--- src/rtl/fetch_pkg.sv ---
`timescale 1ns/1ps
`default_nettype none
// ============================================================================
// Module      : fetch_pkg
// Description : Shared types and constants for the instruction-fetch front
//               end: data width, default reset PC, canonical NOP encoding and
//               the prefetch-queue entry (instruction plus its PC).
// Revision    : 1.0 - initial release
// ============================================================================
package fetch_pkg;

    localparam int              XLEN      = 32;
    localparam logic [XLEN-1:0] RESET_PC  = '0;
    localparam logic [31:0]     NOP_INSTR = 32'h0000_0013;

    typedef struct packed {
        logic [31:0]     instr;
        logic [XLEN-1:0] pc;
    } fetch_entry_t;

endpackage
`default_nettype wire

--- src/rtl/fetch_fifo.sv ---
`timescale 1ns/1ps
`default_nettype none
// ============================================================================
// Module      : fetch_fifo
// Description : Synchronous prefetch queue of fetch_entry_t, DEPTH entries.
//               Flush empties the queue and takes priority over push.
//               The head entry is read straight from storage, so it depends
//               only on registered state.
// Ports       : clk, rst       - clock, synchronous active-high reset
//               push/push_data - write one entry
//               pop            - remove head (ignored when empty)
//               flush          - discard all entries
//               count          - number of queued entries
//               head           - oldest entry
// Revision    : 1.0 - initial release
// ============================================================================
module fetch_fifo
    import fetch_pkg::*;
#(
    parameter int DEPTH = 4,
    parameter int CNT_W = $clog2(DEPTH) + 1
) (
    input  logic             clk,
    input  logic             rst,
    input  logic             push,
    input  fetch_entry_t     push_data,
    input  logic             pop,
    input  logic             flush,
    output logic [CNT_W-1:0] count,
    output fetch_entry_t     head
);

    localparam int PTR_W = $clog2(DEPTH);

    fetch_entry_t     r_mem [DEPTH];
    logic [PTR_W-1:0] r_rd_ptr;
    logic [PTR_W-1:0] r_wr_ptr;
    logic [CNT_W-1:0] r_count;
    logic             w_push;
    logic             w_pop;

    assign w_push = push && !flush && !rst;
    assign w_pop  = pop && (r_count != '0);

    always_ff @(posedge clk) begin
        if (w_push) begin
            r_mem[r_wr_ptr] <= push_data;
        end
    end

    always_ff @(posedge clk) begin
        if (rst || flush) begin
            r_rd_ptr <= '0;
            r_wr_ptr <= '0;
            r_count  <= '0;
        end else begin
            if (w_push) begin
                r_wr_ptr <= r_wr_ptr + 1'b1;
            end
            if (w_pop) begin
                r_rd_ptr <= r_rd_ptr + 1'b1;
            end
            case ({w_push, w_pop})
                2'b10:   r_count <= r_count + 1'b1;
                2'b01:   r_count <= r_count - 1'b1;
                default: r_count <= r_count;
            endcase
        end
    end

    assign count = r_count;
    assign head  = r_mem[r_rd_ptr];

endmodule
`default_nettype wire

--- src/rtl/fetch_unit.sv ---
`timescale 1ns/1ps
`default_nettype none
// ============================================================================
// Module      : fetch_unit
// Description : Instruction-fetch front end. Owns the PC, issues sequential
//               word reads to the instruction BRAM under a credit rule
//               (queued + in-flight < DEPTH), tracks in-flight reads in a
//               MEM_LAT-stage pipe, and buffers returned words with their PCs
//               in a prefetch queue presented to decode over valid/ready.
//               A redirect flushes queued and in-flight fetches.
// Ports       : clk, rst                 - clock, synchronous active-high reset
//               imem_en/imem_addr        - BRAM read strobe / word address
//               imem_rdata               - BRAM data, MEM_LAT cycles after en
//               redirect/redirect_pc     - flush and restart at new PC
//               out_valid/out_ready      - decode handshake
//               out_instr/out_pc         - head entry (0 when not valid)
//               perf_fetched/perf_bubble - present only with FETCH_PERF_EN
// Config      : FETCH_PERF_EN - adds handshake and bubble counters
// Revision    : 1.0 - initial release
// ============================================================================
module fetch_unit #(
    parameter int              XLEN     = fetch_pkg::XLEN,
    parameter int              ADDR_W   = 14,
    parameter int              DEPTH    = 4,
    parameter int              MEM_LAT  = 1,
    parameter logic [XLEN-1:0] RESET_PC = fetch_pkg::RESET_PC
) (
    input  logic              clk,
    input  logic              rst,
    output logic              imem_en,
    output logic [ADDR_W-1:0] imem_addr,
    input  logic [31:0]       imem_rdata,
    input  logic              redirect,
    input  logic [XLEN-1:0]   redirect_pc,
`ifdef FETCH_PERF_EN
    output logic [31:0]       perf_fetched,
    output logic [31:0]       perf_bubble,
`endif
    output logic              out_valid,
    input  logic              out_ready,
    output logic [31:0]       out_instr,
    output logic [XLEN-1:0]   out_pc
);

    import fetch_pkg::*;

    localparam int CNT_W = $clog2(DEPTH) + 1;
    localparam int OCC_W = CNT_W + 1;

    logic [XLEN-1:0]  r_pc;
    logic [MEM_LAT-1:0] r_pipe_vld;
    logic [XLEN-1:0]  r_pipe_pc [MEM_LAT];

    logic [CNT_W-1:0] w_count;
    logic [CNT_W-1:0] w_inflight;
    logic [OCC_W-1:0] w_occupancy;
    logic             w_issue;
    logic             w_push;
    logic             w_pop;
    fetch_entry_t     w_push_entry;
    fetch_entry_t     w_head;
    logic [1:0]       w_unused_pc_lsbs;

    // Word alignment is forced on redirect; the low bits carry no meaning.
    assign w_unused_pc_lsbs = redirect_pc[1:0];

    always_comb begin
        w_inflight = '0;
        for (int i = 0; i < MEM_LAT; i++) begin
            w_inflight = w_inflight + CNT_W'(r_pipe_vld[i]);
        end
    end

    // Credits use registered occupancy only, so a pop frees its slot for
    // issue one cycle later and a push can never find the queue full.
    assign w_occupancy = {1'b0, w_count} + {1'b0, w_inflight};
    assign w_issue     = !rst && !redirect && (w_occupancy < OCC_W'(DEPTH));

    assign imem_en   = w_issue;
    assign imem_addr = r_pc[ADDR_W+1:2];

    always_ff @(posedge clk) begin
        if (rst) begin
            r_pc <= RESET_PC;
        end else if (redirect) begin
            r_pc <= {redirect_pc[XLEN-1:2], 2'b00};
        end else if (w_issue) begin
            r_pc <= r_pc + XLEN'(4);
        end
    end

    // Clearing the valid bits on redirect drops stale reads on arrival.
    always_ff @(posedge clk) begin
        if (rst || redirect) begin
            r_pipe_vld <= '0;
        end else begin
            r_pipe_vld[0] <= w_issue;
            for (int i = 1; i < MEM_LAT; i++) begin
                r_pipe_vld[i] <= r_pipe_vld[i-1];
            end
        end
    end

    always_ff @(posedge clk) begin
        r_pipe_pc[0] <= r_pc;
        for (int i = 1; i < MEM_LAT; i++) begin
            r_pipe_pc[i] <= r_pipe_pc[i-1];
        end
    end

    assign w_push             = r_pipe_vld[MEM_LAT-1];
    assign w_push_entry.instr = imem_rdata;
    assign w_push_entry.pc    = r_pipe_pc[MEM_LAT-1];
    assign w_pop              = out_valid && out_ready;

    fetch_fifo #(
        .DEPTH (DEPTH),
        .CNT_W (CNT_W)
    ) u_fifo (
        .clk       (clk),
        .rst       (rst),
        .push      (w_push),
        .push_data (w_push_entry),
        .pop       (w_pop),
        .flush     (redirect),
        .count     (w_count),
        .head      (w_head)
    );

    assign out_valid = (w_count != '0);
    assign out_instr = out_valid ? w_head.instr : '0;
    assign out_pc    = out_valid ? w_head.pc : '0;

`ifdef FETCH_PERF_EN
    logic [31:0] r_perf_fetched;
    logic [31:0] r_perf_bubble;

    // Redirect does not clear these; a handshake in a redirect cycle still
    // counts as delivered.
    always_ff @(posedge clk) begin
        if (rst) begin
            r_perf_fetched <= '0;
            r_perf_bubble  <= '0;
        end else begin
            if (w_pop) begin
                r_perf_fetched <= r_perf_fetched + 32'd1;
            end
            if (out_ready && !out_valid) begin
                r_perf_bubble <= r_perf_bubble + 32'd1;
            end
        end
    end

    assign perf_fetched = r_perf_fetched;
    assign perf_bubble  = r_perf_bubble;
`endif

endmodule
`default_nettype wire
--- config.mk ---
export PLATFORM = sky130hd
export DESIGN_NAME = fetch_unit
export DESIGN_NICKNAME = d
export VERILOG_FILES = /design/src/rtl/fetch_pkg.sv /design/src/rtl/fetch_fifo.sv /design/src/rtl/fetch_unit.sv
export SDC_FILE = /design/constraint.sdc
export NUM_CORES = 1
export LEC_CHECK = 0
export CAP_MARGIN = 20
export CORE_MARGIN = 5
export CORE_UTILIZATION = 42
export CTS_BUF_LIST = sky130_fd_sc_hd__clkbuf_4 sky130_fd_sc_hd__clkbuf_8 sky130_fd_sc_hd__clkbuf_16
export DETAILED_ROUTE_END_ITERATION = 7
export GPL_TIMING_DRIVEN = 0
export HOLD_SLACK_MARGIN = 0.05
export PLACE_DENSITY_LB_ADDON = 0.1
export REMOVE_ABC_BUFFERS = 1
export SETUP_SLACK_MARGIN = 0.5
export SYNTH_ARGS = -nofsm -noshare
export SYNTH_HDL_FRONTEND = slang
export SYNTH_SLANG_ARGS = --single-unit
--- constraint.sdc ---
create_clock -name clk -period 2.7 [get_ports clk]
set_clock_uncertainty 0.15 [all_clocks]
set_input_delay 0.27 -clock clk [delete_from_list [all_inputs] [get_ports clk]]
set_output_delay 0.27 -clock clk [all_outputs]
set_load 0.02 [all_outputs]
* Word level (Yosys, flattened, before mapping) *
Memories as Yosys holds them, arrays and structs flattened. A register that Yosys moved wholly into a read port is not among the register bits.
Index checks and enable logic that the tools add are counted.

operators by class
  equal/unequal tests = 2
  $lt $le $gt $ge = 1
  add/subtract/negate cells = 6
  reductions and logical operators = 13
  mux-type cells = 9

operators with widths
  operator               number
  $mux 32                4
  $add 32x3->32 const B  1
  $logic_and 1x1->1      6
  $pmux 3 s2             1
  $add 2x1->2 const B    2
  $add 3x1->4            1
  $lt 4x3->1 const B     1
  $mux 2                 2
  $reduce_bool 2->1      2
  $add 3x1->3 const B    1
  $reduce_bool 3->1      1
  $sub 3x1->3 const B    1
  $eq 2x1->1 const B     1
  $eq 2x2->1 const B     1
  $logic_not 1->1        2
  $mux 1                 2
  $reduce_or 2->1        1
  $logic_or 1x1->1       1

storage, ports and cells
  memories kept = 2
  flip-flop bits (word level) = 40
  output and inout port bits = 80
  logic and storage cells = 39
  RAM bits = 288

memory list
  name          words  width  read ports  clocked after memory_dff  write ports  RTL line          text
  u_fifo.r_mem  4      64     1           1                         1            fetch_fifo.sv:35  fetch_entry_t r_mem [DEPTH];
  r_pipe_pc     1      32     1           0                         1            fetch_unit.sv:52  logic [XLEN-1:0] r_pipe_pc [MEM_LAT];

* Longest topological paths before layout *
Gate-level depths: netlist of run 1.

  depth after elaboration = 5
  gate-level depth with buffers = 9
  mapped depth without buffers = 8

* By module *
A second synthesis of run 1 with hierarchy kept.

unflattened totals
  cell total of the unflattened synthesis = 716
  area, all modules = 12708.4 µm²

by module, submodules not included
  module      cells each  seq. area each (µm²)  times used  area an instance (µm²)
  fetch_fifo  382         7867.5                1           9756.9
  fetch_unit  334         1221.2                1           2951.6

* Worst setup path before layout of run 1 *
No wires, ideal clock.

  kind = input -> register
  from = input port redirect
  to = memory u_fifo.r_mem[0][10] in the netlist's numbering (enable)
  slack = 0.032 ns
  buffers on the path = 0
  arrival = 2.092 ns
  stages = 2
  path through = nor2_1 -> and3_1

on the way
  longest elaborated chain between the ends = 5

ends and longest elaborated chain
  what                             RTL line          text
  start, declared                  fetch_unit.sv:33  input logic redirect,
  $logic_not 1->1                  fetch_fifo.sv:42  assign w_push = push && !flush && !rst;
  $logic_and 1x1->1 (2 in series)  fetch_fifo.sv:42
  $mux 1                           fetch_fifo.sv:46  if (w_push) begin
  $mux 1 (implied by the code)     fetch_fifo.sv:47  r_mem[r_wr_ptr] <= push_data;
  end, declared                    fetch_fifo.sv:35

Every way passes these cells.

==> run metrics, run 1 <==
Synth cell types=48; via count=7095; Placed Instances=1210; Post-DRT Antenna Nets=0; NumNets Final=985; FFs w/ async S/R, synth=0; top-area cell type share of the netlist area=0.603; Max Root-Sink Buffers=3; Final Hold Fails=0; crit path capture type=output pin; actual slew at the worst max-slew pin=0.713 ns; pin count of the biggest net entering global routing=53; # diodes=0; post-DR vias/cell=5.38; die area=32900 µm²; post-route insts no fill=1320; Post-synth EDFFs=248; final worst path period share=0.941; clock latency on the worst-skew pair=0.50 ns; post-route minimum period=2.54 ns; met2 usage=0.298; Die Span X=181 µm; worst relative slew slack=0.523; GR Overflow Total=0; met1 usage=0.232; status=completed; Starting Density=0.428; Setup CP Type=reg2out; buffers added on ports=143; first-pass GRT wire length=44800 µm; layout cells sized above 1=0.347; vias in the first global route=7435; FMAX=394 MHz; Pleak=5.56 nW; Mapped Cells=725; fin. max-slew vios=0; H-tree depth=2; TritonCTS clock tree=done; global-route met3 utilization=0.0332; final setup margin=0.160 ns; Layout area overhead=32.2%; Synth area leaders=edfxtp_1 (60%), dfxtp_1 (11%), mux4_2 (11%); Setup WS pre-CTS=-1.62 ns; die height=181 µm; Detailed Route WL=29300 µm; GRT Total Usage=0.176; top cells by count, synth=edfxtp_1 (248), and2_1 (71), dfxtp_1 (70), mux4_2 (62), nand2_1 (34); CTS Sinks=318; clk slew on worst S/H paths=0.06 ns; Clock Tree Root=clkbuf_16; Critical Path AT=2.12 ns; Pre-Repair DR Iteration Count=5; Tot Pwr=0.0108 W; critical path startpoint category=register; cell taking the most area after synthesis=edfxtp_1; crit path max fanout=5; post-DP HPWL=16500 µm; #FFs+latches synth=318; worst hold path type=in2reg; DR WL/cell=22.2 µm; Max-Cap Viols=0; initial antenna violation count=0; Residual DRC=0; Core ar.=28900 µm²; PwrDens=665 nW/µm²; sequential share of the synthesized area=0.717; row cnt=62; leading register cell type out of synthesis=edfxtp_1; most frequent cell after synthesis=edfxtp_1; IO Pins=148; CP Data Required Time=2.28 ns; CTS buffer count=35; DRT iter0 DRCs=561; Top Usage Layer GRT=met2; Final setup violation count=0; synthesized area=12300 µm²; Syn. warnings=0; Final GP Congestion=0.802; RSZ-0062 raised after global routing=true; Avg Cell Area, Syn=17.0 µm²; Sum Neg Setup Slack=0 ns; Max VDD drop=0.372 mV
-- cells in the final DEF, fill, tap and decap left out, types with 5 or more instances in the layout --
cell type	Yosys	layout
buf_12	0	8
buf_16	0	13
clkbuf_16	0	37
a31oi_1	10	10
and2_1	71	35
o21ai_0	9	8
nor2_1	21	20
clkbuf_4	0	9
xnor2_1	5	5
clkdlybuf4s50_1	0	76
clkdlybuf4s15_2	0	17
a21oi_1	23	22
buf_2	7	6
nor3_1	11	10
inv_1	12	10
buf_4	16	28
o22ai_1	5	5
nand2_1	34	33
dlygate4sd2_1	0	8
nand3_1	16	15
dfxtp_1	70	47
nand4_1	8	8
clkbuf_8	4	7
mux2_2	5	5
and2_4	0	36
dfxtp_4	0	19
edfxtp_1	248	248
ha_1	6	5
and3_4	0	5
buf_6	2	33
mux4_2	62	62
-- routing by layer --
layer,part of all wire,vias up
met5,0,-
met4,0.030,0
met2,0.50,238
met1,0.41,3608
li1,-,3193
met3,0.056,56
-- worst max-delay path, cell delays in order (launching register included) --
cell and delay [ns]:
dfxtp_4 0.37, buf_12 0.15, buf_12 0.12, buf_12 0.10
buf_16 0.11, mux4_2 0.49, and2_4 0.17, buf_6 0.12
-- worst paths after layout --
kind | start | endpoint | slack [ns] | cells after the start
hold / removal | rst | r_pc[30] | 0.1 | 4
hold reg to reg | r_pc[18] | r_pipe_pc[0][18] | 0.25 | 0
setup reg to reg | u_fifo.count[2] | u_fifo.count[2] | 0.39 | 9
setup / recovery | register | out_instr[22] | 0.16 | 7
-- final cells by class --
| cell class | count | area, µm² |
|---|---|---|
| timing repair buffer | 197 | 2260 |
| sequential | 318 | 8920 |
| clock buffer | 52 | 1080 |
| inverter | 12 | 48.8 |
| fill | 2258 | 12500 |
| clock inverter | 11 | 163 |
| multi-input combinational | 346 | 3360 |
| tap | 384 | 480 |
-- repair_timing --
action / in CTS / in global routing
endpoints found under the hold margin: 9 / 0
gates cloned: 9 / 0
pin swaps: 9 / 11
gates resized for setup: 368 / 47
buffers inserted: 21 / 13
setup endpoints to repair: 347 / 79
hold buffers: 4 / 0
-- where the power goes --
group          switching, W  internal (W)  total [W]
Combinational      0.000209      0.000220   0.000429
Sequential        0.0000843       0.00535    0.00543
Clock               0.00182       0.00316    0.00499
Total               0.00212       0.00873     0.0108
-- state kept, by name, summed over array words and instances (netlist names), named ones only --
signal,count
u_fifo.r_mem,248
r_pc,30
r_pipe_pc,30
u_fifo.count,3
u_fifo.r_rd_ptr,2
u_fifo.r_wr_ptr,2
r_pipe_vld,1
-- through the flow --
| step | utilization | hold WS, ns | area (µm²) |
|---|---|---|---|
| 2_1_floorplan | - | 0.189 | 12000 |
| 3_3_place_gp | 0.483 | 0.243 | 13900 |
| 3_5_place_dp | 0.492 | 0.245 | 14200 |
| 4_1_cts | 0.558 | 0.0689 | 16100 |
| 5_1_grt | 0.565 | 0.123 | 16300 |
| 6_report | 0.565 | 0.0961 | 16300 |
-- logic make-up after synthesis --
| logic type | Yosys count | share of synthesized area |
|---|---|---|
| AOI/OAI and AO/OA | 63 | 0.0314 |
| and+or+nand+nor | 193 | 0.0880 |
| buffers and inverters | 64 | 0.0295 |
| other | 1 | 0.000304 |
| muxes | 70 | 0.120 |
| xor gates and xnor gates | 9 | 0.00638 |
| adders and majority gates | 7 | 0.00770 |
| DFF | 318 | 0.717 |
No activity file was read; power rests on OpenSTA's default activity.
==> inputs of run 2 (changes only) <==
Settings changed: SETUP_SLACK_MARGIN 0.5 to 0.4.
==> run 2 against run 1 <==
Cell area is 0.76% lower; total power hardly changed; maximum frequency is 0.11% lower; worst hold slack better by 0.020 ns; via count is 0.62% lower; utilization is 0.43 points lower; flip-flop and latch count stayed put; combinational power is 4% lower; largest cell class unchanged.
==> run metrics, run 2 (synthesis gave the netlist of run 1 again) <==
Max stage delay on crit path=0.49 ns (about the same); Pleak=5.50 nW (-1.0%); post-route insts no fill=1312 (-0.61%); Max-Cap Viols=0 (unchanged); post-route minimum period=2.54 ns (+0.00287 ns); die height=181 µm (unchanged); post-DR vias/cell=5.37 (about the same); final worst path period share=0.942 (+0.00106); Post-DRT Antenna Nets=0 (unchanged); Layout area overhead=31.2%; met2 wire len=14700 µm (+0.40%); GRT Total Usage=0.176 (-0.000554); post-DP HPWL=16500 µm (unchanged); TritonCTS clock tree=done; CP dominant cell by count=buf_12; vias in the first global route=7409 (-0.35%); Residual DRC=0 (unchanged); buffers added on ports=143 (unchanged); layout cells sized above 1=0.333 (-0.0142); most common cell after layout, fill and taps aside=edfxtp_1; Pre-Repair DR Iteration Count=5 (unchanged); Sum Neg Setup Slack=0 ns (unchanged); Met3 Routed Length=1790 µm (+9.6%); Final Hold Fails=0 (unchanged); via count=7051 (-0.62%); Placed Instances=1210 (unchanged); fin. max-slew vios=0 (unchanged); DR WL/cell=22.3 µm (+0.26%); H-tree depth=2 (unchanged); Max Root-Sink Buffers=3 (unchanged); die area=32900 µm² (unchanged); commonest non-fill, non-tap cells in the layout=edfxtp_1 (248), clkdlybuf4s50_1 (77), mux4_2 (62); crit path max fanout=5 (unchanged); status=completed; RSZ-0062 raised after global routing=true; met1 wire length=12000 µm (-1.2%); uppermost layer routed=met4; CP Data Required Time=2.28 ns (about the same); Critical Path AT=2.12 ns (about the same); NumNets Final=977 (-0.81%); slowest CP cell=mux4_2; IO Pins=148 (unchanged); Final setup violation count=0 (unchanged); Final GP Congestion=0.802 (unchanged); PwrDens=670 nW/µm² (+0.69%); critical path startpoint category=register; Detailed Route WL=29200 µm (-0.35%); crit path capture type=output pin; FMAX=393 MHz (-0.11%); Starting Density=0.428 (unchanged); dpl cell area=14200 µm² (unchanged); pin count of the biggest net entering global routing=53 (unchanged); design area=16200 µm² (-0.76%); Core ar.=28900 µm² (unchanged); Max VDD drop=0.371 mV (-0.27%); worst hold path type=in2reg; Clock Tree Root=clkbuf_16; actual slew at the worst max-slew pin=0.684 ns (-0.0291 ns); GR Overflow Total=0 (unchanged); clock latency on the worst-skew pair=0.50 ns (about the same); max reg flops=248 (unchanged); # diodes=0 (unchanged); Setup CP Type=reg2out; Die Span X=181 µm (unchanged); CTS Sinks=318 (unchanged); CTS buffer count=35 (unchanged); DRT iter0 DRCs=464 (-17%); crit path cell chain=buf_12 -> buf_12 -> buf_12 -> buf_16 -> mux4_2 -> and2_4 -> buf_6; first-pass GRT wire length=44700 µm (-0.28%); top flop regs=u_fifo.r_mem: 248 flops, r_pc: 30 flops, r_pipe_pc: 30 flops; worst relative slew slack=0.543 (+0.0195); Most flops, register=u_fifo.r_mem; initial antenna violation count=0 (unchanged); clk slew on worst S/H paths=0.06 ns (about the same); row cnt=62 (unchanged)
==> run 2: metrics by stage <==
step	power (W)	worst slack (ns)	hold WS (ns)	utilization
finish	0.0108	0.158	0.116	0.561
global route	0.0112	0.0886	0.123	0.561
CTS	0.0110	0.131	0.0688	0.555
detailed placement	0.00592	-1.62	0.245	0.492
global placement	0.00590	-3.15	0.243	0.483
floorplan	0.00566	-1.24	0.189	-
==> run 2: final cells by class <==
class	count	area [µm²]
fill	2271	12700
sequential	318	8910
multi-input combinational	346	3320
timing repair buffer	189	2190
clock buffer	52	1080
tap	384	480
clock inverter	11	163
inverter	12	48.8
==> run 2: worst max-delay path, delay by kind of cell, from the launching register on <==
family / cells / cell delay (ns)
buffers and inverters: 5 / 0.61
flip-flops: 1 / 0.37
multiplexers: 1 / 0.49
AND/OR/NAND/NOR: 1 / 0.17
==> run 2: worst paths after layout <==
kind	from	slack (ns)	end	cells after the start
worst min register to register	r_pc[18]	0.25	r_pipe_pc[0][18]	0
worst min-delay path	rst	0.12	r_pc[30]	4
worst max-delay path	register	0.16	out_instr[4]	7
worst max register to register	u_fifo.count[2]	0.38	u_fifo.count[2]	9
==> run 2: layer usage <==
layer,vias to the layer above,GRT usage
li1,3172,-
met1,3570,0.230
met2,259,0.300
met3,50,0.0358
met4,0,0.0480
met5,-,0
==> run 2: where the power goes <==
part / internal, W / leakage (nW) / switching, W
Sequential: 0.00535 / 2.87 / 0.0000890
Combinational: 0.000211 / 2.02 / 0.000201
Clock: 0.00316 / 0.615 / 0.00182
Total: 0.00873 / 5.50 / 0.00211
==> run 2: timing repair <==
action / 4_1_cts / 5_1_grt
pin swaps: 5 / 10
setup endpoints to repair: 346 / 81
cloned: 9 / 0
endpoints found under the hold margin: 9 / 0
resized for setup: 343 / 47
setup buffers: 18 / 8
hold buffers: 4 / 0
